`src/rtl/morra_pkg.sv`:
```
// Shared types and the move-dominance helper for the morra referee.
package morra_pkg;

    typedef enum logic [1:0] {
        MV_NONE     = 2'b00,
        MV_ROCK     = 2'b01,
        MV_PAPER    = 2'b10,
        MV_SCISSORS = 2'b11
    } move_t;

    typedef enum logic [1:0] {
        OUT_VOID = 2'b00,
        OUT_P1   = 2'b01,
        OUT_P2   = 2'b10,
        OUT_DRAW = 2'b11
    } outcome_t;

    typedef enum logic [1:0] {
        IDLE = 2'b00,
        PLAY = 2'b01,
        DONE = 2'b10
    } state_t;

    // True when move a defeats move b (both must be real moves).
    function automatic logic beats(input move_t a, input move_t b);
        return ((a == MV_ROCK)     && (b == MV_SCISSORS)) ||
               ((a == MV_SCISSORS) && (b == MV_PAPER))    ||
               ((a == MV_PAPER)    && (b == MV_ROCK));
    endfunction

endpackage

```
`src/rtl/morra_judge.sv`:
```
// Combinational round judge: two moves plus repeat memory -> round outcome.
module morra_judge
    import morra_pkg::*;
#(
    parameter int unsigned NO_REPEAT = 1
) (
    input  logic [1:0] primo,
    input  logic [1:0] secondo,
    input  outcome_t   mem_winner,
    input  move_t      mem_move,
    output outcome_t   outcome,
    output move_t      win_move
);

    move_t    p1;
    move_t    p2;
    outcome_t raw;

    assign p1 = move_t'(primo);
    assign p2 = move_t'(secondo);

    // Raw judgement (forfeits included), then the winner-may-not-repeat veto.
    always_comb begin
        raw      = OUT_VOID;
        win_move = MV_NONE;
        if ((p1 == MV_NONE) && (p2 == MV_NONE)) begin
            raw = OUT_VOID;
        end else if (p1 == MV_NONE) begin
            raw      = OUT_P2;
            win_move = p2;
        end else if (p2 == MV_NONE) begin
            raw      = OUT_P1;
            win_move = p1;
        end else if (p1 == p2) begin
            raw = OUT_DRAW;
        end else if (beats(p1, p2)) begin
            raw      = OUT_P1;
            win_move = p1;
        end else begin
            raw      = OUT_P2;
            win_move = p2;
        end

        outcome = raw;
        // mem_winner is OUT_VOID when the memory is empty, so only a P1/P2 match can veto.
        if ((NO_REPEAT != 0) && ((raw == OUT_P1) || (raw == OUT_P2)) &&
            (raw == mem_winner) && (win_move == mem_move)) begin
            outcome = OUT_VOID;
        end
    end

endmodule

```
`src/rtl/morra_referee_param.sv`:
```
// Morra referee: match FSM, score counters, early-end check, registered outputs.
module morra_referee_param
    import morra_pkg::*;
#(
    parameter int unsigned CFG_W       = 4,
    parameter int unsigned BASE_ROUNDS = 4,
    parameter int unsigned CNT_W       = 5,
    parameter int unsigned MIN_ROUNDS  = 4,
    parameter int unsigned MARGIN      = 2,
    parameter int unsigned NO_REPEAT   = 1
) (
    input  logic             clk,
    input  logic             rst_n,
    input  logic             START,
    input  logic [CFG_W-1:0] CONFIG,
    input  logic             MOVE_VALID,
    input  logic [1:0]       PRIMO,
    input  logic [1:0]       SECONDO,
    output logic [1:0]       MANCHE,
    output logic             MANCHE_VALID,
    output logic [CNT_W-1:0] VINTE_PRIMO,
    output logic [CNT_W-1:0] VINTE_SECONDO,
    output logic [CNT_W-1:0] PAREGGI,
    output logic             BUSY,
    output logic             FINE_CONTO,
    output logic [1:0]       PARTITA
);

    state_t           state_q,   state_d;
    logic [CNT_W-1:0] target_q,  target_d;
    logic [CNT_W-1:0] vp_q,      vp_d;
    logic [CNT_W-1:0] vs_q,      vs_d;
    logic [CNT_W-1:0] pa_q,      pa_d;
    outcome_t         manche_q,  manche_d;
    logic             mv_q,      mv_d;
    logic [1:0]       partita_q, partita_d;
    logic             fine_q,    fine_d;
    outcome_t         mem_win_q, mem_win_d;
    move_t            mem_mv_q,  mem_mv_d;

    outcome_t         judged;
    move_t            judged_move;
    logic             counted;
    logic [CNT_W+1:0] played_n;
    logic [CNT_W-1:0] diff_n;

    morra_judge #(
        .NO_REPEAT(NO_REPEAT)
    ) u_judge (
        .primo     (PRIMO),
        .secondo   (SECONDO),
        .mem_winner(mem_win_q),
        .mem_move  (mem_mv_q),
        .outcome   (judged),
        .win_move  (judged_move)
    );

    // Next-state, counter and output logic; START overrides any same-cycle move.
    always_comb begin
        state_d   = state_q;
        target_d  = target_q;
        vp_d      = vp_q;
        vs_d      = vs_q;
        pa_d      = pa_q;
        manche_d  = manche_q;
        mv_d      = 1'b0;
        partita_d = partita_q;
        fine_d    = fine_q;
        mem_win_d = mem_win_q;
        mem_mv_d  = mem_mv_q;
        counted   = 1'b0;

        if (START) begin
            state_d   = PLAY;
            target_d  = CNT_W'(CONFIG) + CNT_W'(BASE_ROUNDS);
            vp_d      = '0;
            vs_d      = '0;
            pa_d      = '0;
            manche_d  = OUT_VOID;
            partita_d = '0;
            fine_d    = 1'b0;
            mem_win_d = OUT_VOID;
            mem_mv_d  = MV_NONE;
        end else if ((state_q == PLAY) && MOVE_VALID) begin
            manche_d = judged;
            mv_d     = 1'b1;
            case (judged)
                OUT_P1: begin
                    vp_d      = vp_q + 1'b1;
                    mem_win_d = OUT_P1;
                    mem_mv_d  = judged_move;
                    counted   = 1'b1;
                end
                OUT_P2: begin
                    vs_d      = vs_q + 1'b1;
                    mem_win_d = OUT_P2;
                    mem_mv_d  = judged_move;
                    counted   = 1'b1;
                end
                OUT_DRAW: begin
                    pa_d      = pa_q + 1'b1;
                    mem_win_d = OUT_VOID;
                    mem_mv_d  = MV_NONE;
                    counted   = 1'b1;
                end
                default: ;
            endcase
        end

        // End check on post-update counts; played is widened so the sum cannot wrap.
        played_n = {2'b00, vp_d} + {2'b00, vs_d} + {2'b00, pa_d};
        diff_n   = (vp_d >= vs_d) ? (vp_d - vs_d) : (vs_d - vp_d);
        if (counted &&
            ((played_n == {2'b00, target_q}) ||
             ((played_n >= (CNT_W+2)'(MIN_ROUNDS)) && (diff_n >= CNT_W'(MARGIN))))) begin
            fine_d    = 1'b1;
            state_d   = DONE;
            partita_d = (vp_d > vs_d) ? 2'b01 : ((vs_d > vp_d) ? 2'b10 : 2'b11);
        end
    end

    // State and output registers with synchronous active-low reset.
    always_ff @(posedge clk) begin
        if (!rst_n) begin
            state_q   <= IDLE;
            target_q  <= '0;
            vp_q      <= '0;
            vs_q      <= '0;
            pa_q      <= '0;
            manche_q  <= OUT_VOID;
            mv_q      <= 1'b0;
            partita_q <= '0;
            fine_q    <= 1'b0;
            mem_win_q <= OUT_VOID;
            mem_mv_q  <= MV_NONE;
        end else begin
            state_q   <= state_d;
            target_q  <= target_d;
            vp_q      <= vp_d;
            vs_q      <= vs_d;
            pa_q      <= pa_d;
            manche_q  <= manche_d;
            mv_q      <= mv_d;
            partita_q <= partita_d;
            fine_q    <= fine_d;
            mem_win_q <= mem_win_d;
            mem_mv_q  <= mem_mv_d;
        end
    end

    assign MANCHE        = manche_q;
    assign MANCHE_VALID  = mv_q;
    assign VINTE_PRIMO   = vp_q;
    assign VINTE_SECONDO = vs_q;
    assign PAREGGI       = pa_q;
    assign BUSY          = (state_q == PLAY);
    assign FINE_CONTO    = fine_q;
    assign PARTITA       = partita_q;

endmodule

```
`config.mk`:
```
export PLATFORM = sky130hd
export DESIGN_NAME = morra_referee_param
export DESIGN_NICKNAME = d
export VERILOG_FILES = /design/src/rtl/morra_pkg.sv /design/src/rtl/morra_judge.sv /design/src/rtl/morra_referee_param.sv
export SDC_FILE = /design/constraint.sdc
export NUM_CORES = 1
export LEC_CHECK = 0
export CAP_MARGIN = 5
export CORE_AREA = 2 2 72 74
export CTS_CLUSTER_DIAMETER = 150
export CTS_CLUSTER_SIZE = 12
export DETAILED_ROUTE_END_ITERATION = 12
export DIE_AREA = 0 0 74 76
export PLACE_DENSITY = 0.77
export SLEW_MARGIN = 20
export SYNTH_ARGS = -nofsm -noshare
export SYNTH_HDL_FRONTEND = slang
export SYNTH_SLANG_ARGS = --single-unit
export TNS_END_PERCENT = 5
```
`constraint.sdc`:
```
create_clock -name clk -period 7 [get_ports clk]
set_input_delay 0.7 -clock clk [delete_from_list [all_inputs] [get_ports clk]]
set_output_delay 0.7 -clock clk [all_outputs]
set_load 0.01 [all_outputs]
```
==> results of run 1 <==
[worst max-delay path, stage by stage]
cell and delay [ps]:
clkdlybuf4s50_1 840, xnor2_1 180, o211ai_1 180, ha_1 360, nand2b_1 50, mux2_2 280
nor3_4 290, a21oi_1 190, mux2i_1 180, nor2_1 270, fa_1 480, ha_1 240
fa_1 430, xnor2_1 270, xor2_1 170, nand4_1 130, nor4_1 290, a21oi_1 100
a211oi_2 370, mux2i_1 220
[registers in the layout, indices dropped and copies added, names as in the netlist]
| register | flops |
|---|---|
| PAREGGI | 5 |
| VINTE_PRIMO | 5 |
| VINTE_SECONDO | 5 |
| target_q | 5 |
| MANCHE | 2 |
| PARTITA | 2 |
| mem_mv_q | 2 |
| mem_win_q | 2 |
| state_q | 2 |
| MANCHE_VALID | 1 |
[power by group through the flow]
stage / sequential [mW] / clock, mW / combinational, mW
floorplan: 0.186 / 0 / 0.0521
detailed placement: 0.186 / 0 / 0.0727
global placement: 0.186 / 0 / 0.0716
finish: 0.182 / 0.143 / 0.0732
global route: 0.183 / 0.156 / 0.0815
CTS: 0.182 / 0.149 / 0.0732
[worst max path at each step]
| stage | startpoint | endpoint | cells past startpoint |
|---|---|---|---|
| floorplan | PRIMO[0] | PARTITA[0] | 21 |
| global placement | PRIMO[0] | PARTITA[0] | 20 |
| detailed placement | PRIMO[0] | PARTITA[1] | 20 |
| CTS | PRIMO[0] | PARTITA[0] | 20 |
| global route | PRIMO[0] | PARTITA[1] | 20 |
| finish | PRIMO[0] | PARTITA[0] | 20 |
[metrics by stage]
stage | instance area, um2 | instances | utilization | worst slack [ps]
after CTS | 3110 | 410 | 0.633 | 1050
after detailed placement | 3020 | 402 | 0.615 | 751
after global routing | 3110 | 410 | 0.633 | 507
after floorplan | 2650 | 311 | - | 1860
final | 3110 | 410 | 0.633 | 1020
after global placement | 3020 | 402 | 0.615 | 936
[layout by cell type (no fill, tap or decap), drive strengths merged, types with 6 or more instances in the layout]
cell type,n
a21oi,23
and2,7
clkdlybuf4s50,33
dfxtp,31
fa,8
ha,19
inv,8
mux2i,18
nand2,17
nand2b,12
nor2,31
nor2b,14
nor3,6
o21a,6
o21ai,13
or2,8
xnor2,13
xor2,6
[per-layer routing]
metal	GRT usage	up-vias	wire (um)
li1	-	1148	-
met1	0.333	1094	2820
met2	0.332	57	2770
met3	0.0450	10	289
met4	0.0745	0	99
met5	0	-	0
[cell type report]
cell class | count | share of cell area
clock inverters | 3 | 0.00644
well taps | 70 | 0.0282
clock buffers | 5 | 0.0221
inverters | 8 | 0.00965
multi-input cells | 258 | 0.623
repair buffers | 35 | 0.111
flip-flops and latches | 31 | 0.200
[kinds of logic (layout without fill, tap and decap cells)]
logic type	Yosys count	after routing	share of synthesized area
AND/OR/NAND/NOR	123	123	0.264
XOR/XNOR	19	19	0.0627
multiplexers	23	23	0.0891
buffers and inverters	22	51	0.0358
adder cells (fa/ha/maj)	27	27	0.150
flip-flops	31	31	0.234
AO/OA/AOI/OAI	66	66	0.165
==> summary.md, run 1 <==
| Metric | Value |
|---|---|
| Run status | `finished, final reports clean` |
| Nets | `378` |
| Worst-Margin Slew | `842 ps` |
| Clock buffer depth | `2` |
| Worst VDD drop | `0.103 mV` |
| Worst Skew | `1.86 ps` |
| WHS | `477 ps` |
| Avg Cell Area, Syn | `8.53 um2` |
| Via count | `2,309` |
| Clk pwr share | `0.360` |
| WP data required | `7220 ps` |
| Crit end category | `flip-flop` |
| Largest net degree at the start of global routing | `36` |
| Internal | `0.281 mW` |
| YS warnings | `0` |
| Leakage | `1.19 nW` |
| DR vias/cell | `5.63` |
| Mapped Cells | `311` |
| Hold path start | `PARTITA[0]` |
| Share of cells above drive strength 1 | `0.0882` |
| CORE AREA | `4910 um2` |
| Sequential cell area | `621 um2` |
| First-pass DRT Iterations | `4` |
| Design Power | `0.399 mW` |
| Filler Cell Count | `442` |
| CTS tree | `yes` |
| Drt wl/cell | `14.6 um` |
| Clock sink count | `31` |
| Antenna Cells | `0` |
| Sw frac | `0.295` |
| Initial Util | `0.540` |
| Post-CTS Setup Bufs | `0` |
| Power Dens Cells | `128 nW/um2` |
| Max Transition Viols Final | `0` |
| Vias in the first global route | `2,143` |
| Critical R2R Capture | `PARTITA[0]` |
| RR Startpoint | `mem_mv_q[0]` |
| Max-Cap Viols | `0` |
| Synth area leader | `dfxtp_1` |
| Synth area leaders | `dfxtp_1 (23%), ha_1 (9.0%), mux2i_1 (6.8%), fa_1 (6.0%), nor2_1 (4.4%)` |
| Clk slew on worst S/H paths | `70 ps` |
| Clock Latency Late Sink | `290 ps` |
| I/O Pins | `34` |
| ANT nets after route | `0` |
| Final hold violations | `0` |
| Htree depth | `2` |
| 1st-iter DRT viols | `102` |
| GRT Total Usage | `0.227` |
| Fmax | `0.167 GHz` |
| Number of synthesized register bits | `31` |
| Sequential share of power | `0.457` |
| Row count | `26` |
| Post-synth EDFFs | `0` |
| CTS buffer count | `5` |
| Die width | `74 um` |
| Area grow syn2layout | `17.2%` |
| Worst-path maximum fanout | `20` |
| Hold Crit Class | `flip-flop to flip-flop` |
| Cts hold-fix bufs | `0` |
| Mapped Area | `2650 um2` |
| Synthesized net count | `350` |
| HPWL Detailed | `4660 um` |
| Final worst path period need | `5980 ps` |
| Port-buffer cells | `33` |
| DRC Markers | `0` |
| Detailed Route WL | `5980 um` |
| Post-synth cell types | `52` |
| RSZ-0062 raised after global routing | `no` |
| Post_cts resized | `0` |
| CP startpoint kind | `input port` |
| Die height | `76 um` |
| Hold depth | `2` |
| Seq/Total Area, Yosys | `0.234` |
| Worst Hold End | `PARTITA[0]` |
| Reg2Reg Depth | `16` |
| Area occupied by multi-input gates | `1940 um2` |
| Wire length of the first global-routing pass | `9980 um` |
| Initial antenna violation count | `0` |
| Synth Flop Type | `dfxtp_1` |
| Final setup viols | `0` |
| P_sw | `0.118 mW` |
| Comb power frac | `0.183` |
| Critical path class | `input port to flip-flop` |
| Asr flop ratio synth | `0` |
| Worst slew margin | `0.437` |
| Worst endpoint data arrival time | `6200 ps` |
| Grt ovf | `0` |
| Synth top area share | `0.234` |
| FF-to-FF setup slack | `2470 ps` |
| Setup_tns | `0 ps` |
| RePlAce Congestion | `0.916` |
| Crit share post-route | `0.855` |
| Die ar. | `5620 um2` |
| Root Driver | `clkbuf_8` |
| Top cells by count, synth | `dfxtp_1 (31), nor2_1 (31), a21oi_1 (22), ha_1 (19), mux2i_1 (18)` |
Note: power is estimated with default switching activity, not from simulation.
==> run 2, diff against run 1 <==
--- a/config.mk
+++ b/config.mk
@@ -6,12 +6,12 @@
 export NUM_CORES = 1
 export LEC_CHECK = 0
 export CAP_MARGIN = 5
-export CORE_AREA = 2 2 72 74
+export CORE_AREA = 2 2 70 72
 export CTS_CLUSTER_DIAMETER = 150
 export CTS_CLUSTER_SIZE = 12
 export DETAILED_ROUTE_END_ITERATION = 12
-export DIE_AREA = 0 0 74 76
-export PLACE_DENSITY = 0.77
+export DIE_AREA = 0 0 72 74
+export PLACE_DENSITY = 0.81
 export SLEW_MARGIN = 20
 export SYNTH_ARGS = -nofsm -noshare
 export SYNTH_HDL_FRONTEND = slang
==> constraint.sdc (replaced) <==
create_clock -name clk -period 7.5 [get_ports clk]
set_input_delay 0.75 -clock clk [delete_from_list [all_inputs] [get_ports clk]]
set_output_delay 0.75 -clock clk [all_outputs]
set_load 0.01 [all_outputs]
==> run 2 against run 1 <==
Final area rose by 0.89%. Clock skew rose by 3.3 ps. Final cell count fell by 3.9%. Critical path type unchanged. Highest routed layer unchanged.
==> summary.md, run 2 (synthesis gave the netlist of run 1 again) <==
| Metric | Value |
|---|---|
| Cts hold-fix bufs | `0` |
| Final worst path period need | `6130 ps` |
| CP startpoint kind | `input port` |
| Clock buffer depth | `2` |
| DR vias/cell | `5.68` |
| Worst-Margin Slew | `854 ps` |
| Largest net degree at the start of global routing | `36` |
| Critical path class | `input port to flip-flop` |
| Worst Skew | `5.18 ps` |
| RePlAce Congestion | `0.928` |
| Power Dens Cells | `140 nW/um2` |
| Post-Layout Cell Count | `394` |
| Htree depth | `2` |
| FF-to-FF setup slack | `2880 ps` |
| Max Transition Viols Final | `0` |
| Clock Latency Late Sink | `290 ps` |
| Detailed Route WL | `5940 um` |
| Most common cell after layout, fill and taps aside | `clkdlybuf4s50_1` |
| Die height | `74 um` |
| Worst VDD drop | `0.0995 mV` |
| Row count | `25` |
| CP Cell Sequence | `clkdlybuf4s50_1 -> xnor2_1 -> o221ai_1 -> ha_1 -> nand2b_1 -> mux2_2 -> nor3_4 -> a21oi_1 -> mux2i_1 -> nor2_1 -> fa_1 -> ha_1 -> fa_1 -> xnor2_1 -> xor2_1 -> nand4_1 -> nor4_1 -> a21oi_1 -> a211oi_2 -> mux2i_1` |
| Hold Crit Class | `flip-flop to flip-flop` |
| Worst Path Buf+Inv | `1` |
| Clk slew on worst S/H paths | `70 ps` |
| Grt ovf | `0` |
| Reg2Reg Depth | `16` |
| Crit end category | `flip-flop` |
| Share of cells above drive strength 1 | `0.0882` |
| Post-CTS Setup Bufs | `0` |
| Max-Cap Viols | `0` |
| WP data required | `7710 ps` |
| Met1 Wirelength | `2810 um` |
| Hold path start | `PARTITA[1]` |
| Die width | `72 um` |
| Worst Hold End | `PARTITA[1]` |
| Placed Cells | `386` |
| Fmax | `0.163 GHz` |
| RR Startpoint | `mem_mv_q[0]` |
| Worst slew margin | `0.430` |
| Nets | `378` |
| Root Driver | `clkbuf_8` |
| Worst endpoint data arrival time | `6350 ps` |
| CTS tree | `yes` |
| DRC Markers | `0` |
| Critical R2R Capture | `PARTITA[0]` |
| CTS buffer count | `5` |
| GRT Total Usage | `0.241` |
| Hold depth | `2` |
| Leakage | `1.21 nW` |
| HPWL Detailed | `4540 um` |
| DR WL met2 | `2830 um` |
| Die ar. | `5330 um2` |
| Drt wl/cell | `15.1 um` |
| Post_cts resized | `0` |
| 1st-iter DRT viols | `173` |
| Area grow syn2layout | `18.2%` |
| Antenna Cells | `0` |
| I/O Pins | `34` |
| Initial Util | `0.577` |
| RSZ-0062 raised after global routing | `no` |
| Wire length of the first global-routing pass | `10,000 um` |
| CORE AREA | `4600 um2` |
| Worst-path maximum fanout | `16` |
| Run status | `finished, final reports clean` |
| Clock sink count | `31` |
| Crit path max-delay cell type | `clkdlybuf4s50_1` |
| CP top delay family | `adder cells` |
| ANT nets after route | `0` |
| Vias in the first global route | `2,154` |
| First-pass DRT Iterations | `4` |
| Most frequent cells in the layout | `clkdlybuf4s50_1 (33), dfxtp_1 (31), nor2_1 (31)` |
| Final setup viols | `0` |
| Met3 WL | `268 um` |
| Via count | `2,237` |
| Initial antenna violation count | `0` |
| Port-buffer cells | `33` |
| Crit share post-route | `0.818` |
| Top sig layer | `met4` |
| Final hold violations | `0` |
| CP peak stage delay | `840 ps` |
| Setup_tns | `0 ps` |
-- run 2: changes by cell type in the layout (fill, tap and decap cells not counted) --
cell,previous run,this run
bufinv_16,0,2
clkinv_2,1,0
clkinvlp_4,2,1
-- run 2: per-layer routing --
| layer | track usage | vias up |
|---|---|---|
| met3 | 0.0488 | 5 |
| li1 | - | 1149 |
| met5 | 0 | - |
| met2 | 0.400 | 52 |
| met4 | 0.0587 | 0 |
| met1 | 0.325 | 1031 |
-- run 2: worst reg2reg max path: stages (launching register included) --
cell and delay, ps:
dfxtp_1 380, nor3b_1 190, o31ai_4 310, nand3_4 140
a21oi_1 340, mux2i_1 160, nor2_1 280, fa_1 480
ha_1 240, fa_1 420, xnor2_1 260, xor2_1 210
nand4_1 150, nor4_1 280, a21oi_1 90, a211oi_2 380
mux2i_1 230
-- run 2: stage by stage --
step | setup slack, ps | power [mW] | utilization | area (um2) | hold WS, ps
3_5_place_dp | 1150 | 0.242 | 0.653 | 3000 | 462
5_1_grt | 900 | 0.457 | 0.682 | 3140 | 522
2_1_floorplan | 2310 | 0.222 | - | 2650 | 455
3_3_place_gp | 1400 | 0.240 | 0.653 | 3000 | 459
6_report | 1370 | 0.439 | 0.682 | 3140 | 464
4_1_cts | 1420 | 0.442 | 0.682 | 3140 | 471
-- run 2: power breakdown --
group	switching [mW]	internal, mW	total (mW)
combinational	0.0385	0.0303	0.0687
clock	0.0680	0.133	0.201
sequential	0.00231	0.168	0.170
total	0.109	0.331	0.439
-- run 2: area by class of cell --
cell class / count / area [um2]
well taps: 54 / 67.6
fillers: 388 / 1460
inverters: 8 / 30.0
multi-input cells: 258 / 1940
clock buffers: 5 / 68.8
clock inverters: 3 / 67.6
repair buffers: 35 / 345
flip-flops and latches: 31 / 621
-- run 2: worst max path at each step --
stage                     cells after the start         end  slack, ps       start
after floorplan                              21  PARTITA[0]       2310    PRIMO[0]
after global placement                       20  PARTITA[1]       1400    PRIMO[0]
after detailed placement                     20  PARTITA[0]       1150  SECONDO[0]
after CTS                                    20  PARTITA[0]       1420  SECONDO[0]
after global routing                         20  PARTITA[1]        900    PRIMO[0]
final                                        20  PARTITA[0]       1370  SECONDO[0]
==> run 3, diff against run 2 <==
--- a/config.mk
+++ b/config.mk
@@ -6,12 +6,12 @@
 export NUM_CORES = 1
 export LEC_CHECK = 0
 export CAP_MARGIN = 5
-export CORE_AREA = 2 2 70 72
+export CORE_AREA = 2 2 72 74
 export CTS_CLUSTER_DIAMETER = 150
 export CTS_CLUSTER_SIZE = 12
 export DETAILED_ROUTE_END_ITERATION = 12
-export DIE_AREA = 0 0 72 74
-export PLACE_DENSITY = 0.81
+export DIE_AREA = 0 0 74 76
+export PLACE_DENSITY = 0.77
 export SLEW_MARGIN = 20
 export SYNTH_ARGS = -nofsm -noshare
 export SYNTH_HDL_FRONTEND = slang
==> constraint.sdc (replaced) <==
create_clock -name clk -period 5.9 [get_ports clk]
set_input_delay 0.59 -clock clk [delete_from_list [all_inputs] [get_ports clk]]
set_output_delay 0.59 -clock clk [all_outputs]
set_load 0.01 [all_outputs]
==> run 3 against run 2 <==
Final cell count up 6.9%. First-iteration DRC count is 45% lower. Clock power is 15% lower. Global-route usage shrank 0.17 points.
==> summary.md, run 3 (synthesis gave the netlist of run 1 again) <==
| Metric | Value |
|---|---|
| Critical path class | `input port to flip-flop` |
| Vias in the first global route | `2,271` |
| Clk slew on worst S/H paths | `70 ps` |
| P_sw | `0.142 mW` |
| Sequential share of power | `0.451` |
| M2 GR Usage | `0.367` |
| Sw frac | `0.296` |
| Gr busiest metal | `met2` |
| Hold depth | `2` |
| Run status | `finished, final reports clean` |
| Design Power | `0.480 mW` |
| Root Driver | `clkbuf_8` |
| Port-buffer cells | `33` |
| Clock sink count | `31` |
| Worst-Margin Slew | `945 ps` |
| Worst VDD drop | `0.118 mV` |
| HPWL Detailed | `4860 um` |
| Power Dens Cells | `150 nW/um2` |
| Clock buffer depth | `2` |
| Final hold violations | `0` |
| Leakage | `1.24 nW` |
| Grt ovf | `0` |
| WHS | `471 ps` |
| Worst endpoint data arrival time | `5800 ps` |
| Nets | `389` |
| Largest net degree at the start of global routing | `29` |
| Detailed Route WL | `6170 um` |
| WP data required | `6120 ps` |
| Worst Skew | `3.45 ps` |
| Worst Setup SP | `SECONDO[0]` |
| Internal | `0.338 mW` |
| Final setup viols | `0` |
| GR Util met1 | `0.327` |
| Antenna Cells | `0` |
| Wire length of the first global-routing pass | `10,600 um` |
| Critical R2R Capture | `PARTITA[0]` |
| Max Transition Viols Final | `0` |
| GRT Total Usage | `0.239` |
| Cts hold-fix bufs | `0` |
| Row count | `26` |
| Initial Util | `0.540` |
| Clock Latency Late Sink | `290 ps` |
| DRC Markers | `0` |
| 1st-iter DRT viols | `96` |
| Setup ws final | `328 ps` |
| CORE AREA | `4910 um2` |
| Initial antenna violation count | `0` |
| Drt wl/cell | `14.7 um` |
| Via count | `2,328` |
| Die height | `76 um` |
| Post-Place Setup Slack | `-46.4 ps` |
| Worst slew margin | `0.364` |
| Max-Cap Viols | `0` |
| Worst-path maximum fanout | `7` |
| RR Startpoint | `mem_mv_q[0]` |
| Comb power frac | `0.194` |
| Clk pwr share | `0.355` |
| ANT nets after route | `0` |
| CTS tree | `yes` |
| DR vias/cell | `5.53` |
| Reg2Reg Depth | `17` |
| CTS buffer count | `5` |
| Crit share post-route | `0.944` |
| CP startpoint kind | `input port` |
| RePlAce Congestion | `0.864` |
| Worst Hold End | `PARTITA[0]` |
| Crit end category | `flip-flop` |
| Die ar. | `5620 um2` |
| Hold Crit Class | `flip-flop to flip-flop` |
| Htree depth | `2` |
| First-pass DRT Iterations | `4` |
| Hold path start | `PARTITA[0]` |
| Most frequent cells in the layout | `clkdlybuf4s50_1 (33), dfxtp_1 (31), nor2_1 (30)` |
| Most common cell after layout, fill and taps aside | `clkdlybuf4s50_1` |
| Area grow syn2layout | `20.8%` |
| Share of cells above drive strength 1 | `0.125` |
| FF-to-FF setup slack | `1360 ps` |
| M3 GR Usage | `0.0516` |
| Final worst path period need | `5570 ps` |
| I/O Pins | `34` |
| Fmax | `0.179 GHz` |
| Die width | `74 um` |
[run 3: cell count changes in the layout (fill, tap and decap cells not counted), sizes merged]
cell	before	now
buf	2	13
bufinv	2	0
clkinv	0	1
clkinvlp	1	2
[run 3: final cells by class]
type / count / area [um2]
well taps: 70 / 87.6
inverters: 8 / 30.0
flip-flops and latches: 31 / 621
repair buffers: 46 / 428
multi-input cells: 258 / 1950
clock buffers: 5 / 68.8
clock inverters: 3 / 20.0
fillers: 424 / 1710
[run 3: timing repair]
item / in CTS / in global routing
buffers inserted: 0 / 1
gates resized for setup: 0 / 3
endpoints found under the setup margin: 0 / 4
[run 3: how the worst max path moves through the flow]
stage,slack [ps],cells after the start,to
after global placement,210,20,PARTITA[0]
after global routing,-8,21,PARTITA[0]
after detailed placement,-50,20,PARTITA[0]
final,330,21,PARTITA[0]
after CTS,240,20,PARTITA[0]
after floorplan,870,21,PARTITA[0]
[run 3: power groups by stage]
stage | Sequential [mW] | Clock, mW | Combinational, mW
final | 0.216 | 0.171 | 0.0932
after global routing | 0.217 | 0.185 | 0.103
after CTS | 0.216 | 0.174 | 0.0915
after detailed placement | 0.221 | 0 | 0.0910
after global placement | 0.221 | 0 | 0.0889
after floorplan | 0.221 | 0 | 0.0618
[run 3: stage by stage]
stage,TNS [ps],cells,utilization,cell area (um2)
floorplan,0,311,-,2650
global placement,0,412,0.630,3100
detailed placement,-70.4,412,0.630,3100
CTS,0,420,0.648,3190
global route,-8.24,421,0.653,3210
finish,0,421,0.653,3210
[run 3: metal layers]
metal | part of all wire | wire length [um]
met1 | 0.46 | 2830
met2 | 0.48 | 2930
met3 | 0.044 | 270
met4 | 0.022 | 138
met5 | 0 | 0
[run 3: critical path: stages]
cell and delay (ps):
clkdlybuf4s50_1 590, xnor2_1 160, o221ai_1 190, ha_1 350, nand2b_1 60, mux2_2 280
nor3_4 280, a21oi_1 200, mux2i_1 180, nor2_1 250, fa_1 480, ha_1 240
fa_1 430, xnor2_1 230, xor2_1 170, nand4_1 170, nor4_2 280, a21oi_1 90
a211oi_2 230, buf_4 170, mux2i_1 180
